$ cat src/rtl/proc_io_hub.sv
// I/O hub between the core_fx I/O pins and external valid/ready streams:
// one FWFT FIFO per input and per output channel, with stall or sticky-error handling.
module proc_io_hub #(
  parameter int NUBITS   = 16,
  parameter int NUIOIN   = 8,
  parameter int NUIOOU   = 8,
  parameter int FDEPTH   = 4,
  parameter int BLOCKING = 1,
  localparam int AIW     = (NUIOIN > 1) ? $clog2(NUIOIN) : 1,
  localparam int AOW     = (NUIOOU > 1) ? $clog2(NUIOOU) : 1
) (
  input  logic                     clk,
  input  logic                     rst,
  input  logic                     req_in,
  input  logic [AIW-1:0]           addr_in,
  output logic [NUBITS-1:0]        io_in,
  input  logic                     out_en,
  input  logic [AOW-1:0]           addr_out,
  input  logic [NUBITS-1:0]        io_out,
  output logic                     stall,
  input  logic [NUIOIN*NUBITS-1:0] s_data,
  input  logic [NUIOIN-1:0]        s_valid,
  output logic [NUIOIN-1:0]        s_ready,
  output logic [NUIOOU*NUBITS-1:0] m_data,
  output logic [NUIOOU-1:0]        m_valid,
  input  logic [NUIOOU-1:0]        m_ready,
  output logic [2:0]               err,
  input  logic                     err_clr
);

  localparam int  PW      = $clog2(FDEPTH);
  localparam int  CW      = PW + 1;
  localparam int  IN_SLOT = 1 << AIW;
  localparam int  OU_SLOT = 1 << AOW;
  localparam logic BLK    = (BLOCKING != 0);

  logic [NUBITS-1:0] in_head [NUIOIN];
  logic [NUIOIN-1:0] in_empty;
  logic [NUIOIN-1:0] in_full;
  logic [NUIOOU-1:0] out_empty;
  logic [NUIOOU-1:0] out_full;

  logic           rd_oob, wr_oob;
  logic           rd_hit, wr_hit;
  logic           rd_empty, wr_full;
  logic           rd_pop, wr_push;
  logic           rd_stall, wr_stall;
  logic [AIW-1:0] rd_idx;
  logic [AOW-1:0] wr_idx;
  logic [2:0]     err_set;

  // Address decode: out-of-range only exists when the channel count is not a power of two.
  assign rd_oob = (IN_SLOT != NUIOIN) && (int'(addr_in) >= NUIOIN);
  assign wr_oob = (OU_SLOT != NUIOOU) && (int'(addr_out) >= NUIOOU);
  assign rd_idx = rd_oob ? '0 : addr_in;
  assign wr_idx = wr_oob ? '0 : addr_out;

  assign rd_hit   = req_in && !rd_oob;
  assign wr_hit   = out_en && !wr_oob;
  // Occupancy is sampled before this edge's push/pop, so same-cycle traffic never bypasses.
  assign rd_empty = in_empty[rd_idx];
  assign wr_full  = out_full[wr_idx];
  assign rd_pop   = rd_hit && !rd_empty;
  assign wr_push  = wr_hit && !wr_full;
  assign rd_stall = BLK && rd_hit && rd_empty;
  assign wr_stall = BLK && wr_hit && wr_full;

  assign stall = rd_stall || wr_stall;
  assign io_in = rd_pop ? in_head[rd_idx] : '0;

  assign err_set[0] = !BLK && rd_hit && rd_empty;
  assign err_set[1] = !BLK && wr_hit && wr_full;
  assign err_set[2] = (req_in && rd_oob) || (out_en && wr_oob);

  always_ff @(posedge clk or negedge rst) begin
    if (!rst) begin
      err <= '0;
    end else begin
      err <= (err_clr ? 3'b000 : err) | err_set;
    end
  end

  // Input channels: external producer pushes, core pops.
  for (genvar c = 0; c < NUIOIN; c++) begin : g_in
    logic [NUBITS-1:0] mem [FDEPTH];
    logic [PW-1:0]     wp, rp;
    logic [CW-1:0]     cnt;
    logic              push, pop;

    assign in_empty[c] = (cnt == '0);
    assign in_full[c]  = (cnt == CW'(FDEPTH));
    assign s_ready[c]  = !in_full[c];
    assign push        = s_valid[c] && !in_full[c];
    assign pop         = rd_pop && (rd_idx == AIW'(c));
    assign in_head[c]  = mem[rp];

    always_ff @(posedge clk or negedge rst) begin
      if (!rst) begin
        wp  <= '0;
        rp  <= '0;
        cnt <= '0;
      end else begin
        if (push) wp <= wp + PW'(1);
        if (pop)  rp <= rp + PW'(1);
        if (push && !pop)      cnt <= cnt + CW'(1);
        else if (pop && !push) cnt <= cnt - CW'(1);
      end
    end

    always_ff @(posedge clk) begin
      if (push) mem[wp] <= s_data[c*NUBITS +: NUBITS];
    end
  end

  // Output channels: core pushes, external consumer pops.
  for (genvar c = 0; c < NUIOOU; c++) begin : g_out
    logic [NUBITS-1:0] mem [FDEPTH];
    logic [PW-1:0]     wp, rp;
    logic [CW-1:0]     cnt;
    logic              push, pop;

    assign out_empty[c] = (cnt == '0);
    assign out_full[c]  = (cnt == CW'(FDEPTH));
    assign m_valid[c]   = !out_empty[c];
    assign m_data[c*NUBITS +: NUBITS] = out_empty[c] ? '0 : mem[rp];
    assign push         = wr_push && (wr_idx == AOW'(c));
    assign pop          = m_valid[c] && m_ready[c];

    always_ff @(posedge clk or negedge rst) begin
      if (!rst) begin
        wp  <= '0;
        rp  <= '0;
        cnt <= '0;
      end else begin
        if (push) wp <= wp + PW'(1);
        if (pop)  rp <= rp + PW'(1);
        if (push && !pop)      cnt <= cnt + CW'(1);
        else if (pop && !push) cnt <= cnt - CW'(1);
      end
    end

    always_ff @(posedge clk) begin
      if (push) mem[wp] <= io_out;
    end
  end

endmodule

$ cat config.mk
export PLATFORM = sky130hd
export DESIGN_NAME = proc_io_hub
export DESIGN_NICKNAME = d
export VERILOG_FILES = /design/src/rtl/proc_io_hub.sv
export SDC_FILE = /design/constraint.sdc
export NUM_CORES = 1
export LEC_CHECK = 0
export ABC_CLOCK_PERIOD_IN_PS = 4420
export CAP_MARGIN = 10
export CORE_MARGIN = 5
export CORE_UTILIZATION = 30
export DETAILED_ROUTE_END_ITERATION = 6
export HOLD_SLACK_MARGIN = 0.03
export MAX_ROUTING_LAYER = met4
export PLACE_DENSITY = 0.46
export SYNTH_ARGS = -nofsm -noshare
export SYNTH_HDL_FRONTEND = slang
export SYNTH_SLANG_ARGS = --single-unit
$ cat constraint.sdc
create_clock -name clk -period 4.42 [get_ports clk]
set_clock_uncertainty 0.2 [all_clocks]
set_input_delay 1.326 -clock clk [delete_from_list [all_inputs] [get_ports clk]]
set_output_delay 1.326 -clock clk [all_outputs]
set_load 0.02 [all_outputs]
After elaboration in Yosys (flattened, before gate mapping)
Memories as Yosys holds them, arrays and structs flattened.
Cells that the tools add are included.

storage, ports and cells
  flip-flop bits (word level) = 112
  latch bits = 0
  RAM bits = 1024
  bits in read-only memories = 0
  bits of input ports = 171
  output and inout port bits = 164
  word-level logic and storage cells = 395
  memories kept = 16

memories
  memory        words  width  read ports  clocked after memory_dff  wr ports  RTL line  text
  g_in[0].mem   4      16     1           0                         1         85        logic [NUBITS-1:0] mem [FDEPTH];
  g_in[1].mem   4      16     1           0                         1         85
  g_in[2].mem   4      16     1           0                         1         85
  g_in[3].mem   4      16     1           0                         1         85
  g_in[4].mem   4      16     1           0                         1         85
  g_in[5].mem   4      16     1           0                         1         85
  +10 memories  --     --     --          --                        --        --

cells by class
  add/subtract/negate cells = 64
  multipliers = 0
  div/mod/pow operators = 0
  magnitude comparators = 3
  equality and inequality tests = 30
  shift-type cells = 0
  multiplexer cells = 80
  bitwise operators = 1
  reduce and logical (&&, ||, !) cells = 153

operators by type and width
  operator                                                               number
  16-bit two-way mux                                                     11
  3-bit two-way mux                                                      32
  3-bit == test (second input constant)                                  24
  1-bit logical AND                                                      68
  2-bit by 1-bit adder with 2-bit output (second input constant)         32
  3-bit logical NOT                                                      18
  1-bit logical NOT                                                      50
  3-bit by 1-bit adder with 3-bit output (second input constant)         16
  16-bit binary-select mux with 3-bit select                             1
  3-bit by 1-bit subtractor with 3-bit output (second input constant)    16
  1-bit two-way mux                                                      34
  2-bit nonzero test                                                     16
  3-bit by 2-bit == test with 1-bit output (second input constant)       4
  3-bit by 4-bit < comparator with 1-bit output (second input constant)  2
  1-bit binary-select mux with 3-bit select                              2
  3-bit by 1-bit == test with 1-bit output (second input constant)       2
  4-bit >= comparator (second input constant)                            1
  3-bit inverter with 4-bit output                                       1
  1-bit logical OR                                                       1

Logic depth before layout (Yosys ltp)
  depth after elaboration = 10
  depth in mapped cells = 11

Worst setup path before layout
No wires, ideal clock.

  kind = input to output
  from = input port addr_in[0]
  to = output port io_in[8]
  data arrival time = 3134 ps
  required time = 2894 ps
  setup slack = -240 ps
  stages on the path = 6
  path buffers = 1
  cells stage by stage = buf_6 > nor2b_1 > a22o_1 > nor4b_4 > nor2_2 > nor4_1

between the ends
  cells in the longest elaborated chain, start to end = 5

ends and longest elaborated chain
  what                                                                                                                        RTL line  text
  from (decl)                                                                                                                 15        input logic [AIW-1:0] addr_in,
  3-bit inverter with 4-bit output (implied by the code) / 1-bit binary-select mux with 3-bit select (equally long branches)  69, 61
  16-bit binary-select mux with 3-bit select / 1-bit two-way mux (equally long branches)                                      69, 61
  16-bit two-way mux (implied by the code) / 1-bit logical NOT (equally long branches)                                        69, 63
  16-bit two-way mux (implied by the code) / 1-bit logical AND (equally long branches)                                        69, 63
  16-bit two-way mux (*)                                                                                                      69        assign io_in = rd_pop ? in_head[rd_idx] : '0;
  to (decl)                                                                                                                   16        output logic [NUBITS-1:0] io_in,

Every way passes the cells marked *; elsewhere a longest branch is shown, timed or not. The select of a mux whose other input is x is not followed.

Final worst setup path
  from = input port addr_in[1]
  to = output port io_in[10]

The elaborated chain is that of the path after synthesis.

==> flow_summary.yaml <==
run_status:
  run_status: "complete, but fails checks"
  violations: "negative setup slack"
finish:
  nNetsFinal: 3049
  drive_gt1_frac: 0.265
  fill_cells: 13900
  area_delta_synth_final_pct: 25.8
  multiInputGateArea_um2: 11700
  regArea_um2: 33600
  final_area_um2: 57400
run:
  maxCapViolations: 0
grt:
  grt_pass1_wl_um: 176000
  grt_pass1_vias: 24900
  overflow: 0
  grt.total_usage: 0.158
  grt_max_degree: 84
  antenna_found_initial: 25
critical_path:
  worstSetupStartpointType: "primary input"
  crit_end: "io_in[10]"
  cp_data_required_time_ps: 2890
  worstSetupPathType: "in -> out"
  path_max_fanout: 6
  r2r_end: "g_in[7].cnt[1]"
  reg2reg_from: "g_in[6].cnt[0]"
  r2r_slack_ps: 1100
  worstPathArrival_ps: 3000
  worstRegToRegCells: 12
  endpoint_kind: "output pin"
  startpoint: "addr_in[1]"
yosys:
  yosys.area.top_type: "edfxtp_1"
  synthesis.area_um2: 45600
  synth_area_leaders: "edfxtp_1 (67%), mux4_2 (13%), dfrtp_1 (6.1%)"
  yosysUniqueCellTypes: 60
  netlist_instances: 2225
  synth.most_common_cell: "edfxtp_1"
  synth.top_cell.area_share: 0.674
  ys_seq_area_frac: 0.735
  synth_ff_type: "edfxtp_1"
  synth_edf_count: 1024
  synth_common_cells: "edfxtp_1 (1024), mux4_2 (267), and2_1 (160)"
  synth_area_per_cell_um2: 20.5
  async_flop_share: 0.0986
  yosysWarnings: 0
  ys_ff_latch: 1136
routing:
  drtIter0Drc: 1414
  vias: 22900
  avgRoutedWirePerCell_um: 24.9
  drt_wl_total_um: 123000
  firstDrtPassIters: 5
  drc: 0
  via_per_inst: 4.64
  antenna_left: 0
placement:
  port_buffers: 330
  finalWeightedCongestion: 0.823
  hpwl_um: 84100
  dp_slack_ps: -659
  postPlaceCellArea_um2: 52300
timing:
  relSlewSlack: 0.361
  fin_crit_ps: 4520
  worst_pin_slew_ps: 958
  finalSetupViolCount: 10
  hold_slack_ps: 292
  fin_crit_sh: 1.02
  setup_ws_ps: -104
  clock.fmax_mhz: 221
  maxSlewViolCount: 0
  hold_viol_final: 0
  rsz0062_at_grt: "true"
die:
  die_w_um: 400
  rows: 143
  fp.dieH_um: 400
  io_pins: 335
  initial_core_util: 0.301
  core_area_um2: 152000
  dieArea_um2: 160000
power:
  swShare: 0.319
  combPwrFrac: 0.341
  power_density_nw_per_um2: 668
  p_leak_nw: 19.3
  internal-power_mw: 26.1
  p_clk_frac: 0.283
  p_sw_mw: 12.3
  peakVddDrop_mv: 0.495
  p_seq_frac: 0.377
clock_network:
  clock-root-buffer: "clkbuf_16"
  ctsHtreeMaxLevel: 4
  cts_tree: "done"
  path_clk_slew_ps: 60
  clock_sinks: 1136
  insertion_delay_ps: 720
  cts_buffer_depth: 3
  cts_buffers: 130
  cts_hold_buf: 0
min_path:
  hp-class: "in -> async"
-- metrics by stage --
step / utilization / instances / TNS [ps] / total power [mW]
5_1_grt: 0.379 / 4933 / -1760 / 40.3
3_5_place_dp: 0.345 / 4646 / -8430 / 27.5
6_report: 0.379 / 4942 / -571 / 38.4
3_3_place_gp: 0.345 / 4646 / -7870 / 27.2
4_1_cts: 0.377 / 4913 / -1860 / 38.9
2_1_floorplan: - / 2227 / -206 / 21.7
-- state kept, by name (all words and copies together) (netlist names) --
signal / count
g_in.wp: 16
g_out.rp: 16
g_in.mem: 512
g_in.cnt: 24
g_out.wp: 16
g_out.mem: 512
g_in.rp: 16
g_out.cnt: 24
-- cell families (layout without fill, tap and decap cells) --
family / after synthesis / count (layout) / synth area share
XOR/XNOR: 96 / 96 / 0.0184
multiplexers: 311 / 311 / 0.144
other: 1 / 29 / 0.0000822
flip-flops: 1136 / 1136 / 0.735
buffers and inverters: 152 / 810 / 0.0172
adder cells (fa/ha/maj): 96 / 96 / 0.0289
AND/OR/NAND/NOR: 377 / 378 / 0.0482
AO/OA/AOI/OAI: 56 / 56 / 0.00842
-- power groups by stage --
stage / clock network [mW] / logic [mW] / registers [mW]
after floorplan: 0 / 7.59 / 14.1
after global placement: 0 / 12.6 / 14.6
after detailed placement: 0 / 12.8 / 14.7
after CTS: 11.2 / 13.3 / 14.5
after global routing: 11.6 / 14.0 / 14.6
final: 10.8 / 13.1 / 14.4
-- area by class of cell --
type / count / area share
antenna: 26 / 0.00113
clock buffer: 172 / 0.0605
timing repair buffer: 522 / 0.0881
inverter: 52 / 0.00340
clock inverter: 64 / 0.0148
sequential: 1136 / 0.585
tap: 2030 / 0.0442
multi-input combinational: 940 / 0.203
-- worst min-delay path by stage --
stage	start	end
finish	rst	g_in[2].rp[1]
global placement	g_out[3].cnt[2]	g_out[3].cnt[2]
global route	rst	g_in[2].rp[1]
floorplan	g_out[3].cnt[2]	g_out[3].cnt[2]
CTS	rst	g_in[2].rp[1]
detailed placement	g_out[4].cnt[2]	g_out[4].cnt[2]
-- timing repair --
action / CTS / global route
endpoints found under the setup margin: 62 / 38
cloned: 3 / 0
resized for setup: 144 / 55
pin swaps: 18 / 16
buffers inserted: 34 / 5
-- cells in the final DEF (no fill, tap or decap), types with 8 or more instances in the layout --
| master | synthesis | final |
|---|---|---|
| nor2b_1 | 13 | 13 |
| diode_2 | 0 | 26 |
| o21ai_0 | 20 | 15 |
| dfrtp_1 | 112 | 96 |
| inv_1 | 52 | 52 |
| fa_1 | 16 | 16 |
| clkbuf_16 | 0 | 132 |
| clkbuf_1 | 37 | 37 |
| mux4_2 | 267 | 271 |
| clkinv_1 | 0 | 21 |
| buf_12 | 0 | 19 |
| buf_6 | 15 | 26 |
| nor3_1 | 13 | 9 |
| dfrtp_2 | 0 | 16 |
| nand3_1 | 17 | 17 |
| nand2_1 | 43 | 41 |
| ha_1 | 80 | 80 |
| and3_1 | 33 | 33 |
| clkdlybuf4s50_1 | 0 | 299 |
| and2_0 | 8 | 8 |
| nor2_1 | 48 | 41 |
| and2_1 | 160 | 160 |
| buf_4 | 15 | 161 |
| bufinv_16 | 0 | 15 |
| dlygate4sd2_1 | 0 | 9 |
| xor2_1 | 32 | 32 |
| xnor2_1 | 64 | 64 |
| clkinv_2 | 0 | 10 |
| edfxtp_1 | 1024 | 1024 |
| mux2_2 | 25 | 22 |
-- worst max-delay path, stage by stage --
cell      delay [ps]
buf_12           100
mux4_2           550
nor3b_4          220
buf_4            170
nor2_4            60
buf_4            130
a211oi_2         230
buf_4            200
-- per-layer routing --
layer,GRT usage,routed length [um],share of wire,up-vias
met5,-,0,0,-
met4,0.0366,2950,0.024,0
met3,0.0441,8300,0.067,175
met2,0.261,61600,0.50,629
met1,0.194,50200,0.41,12100
li1,-,-,-,10000
No activity file was read; power rests on OpenSTA's default activity.
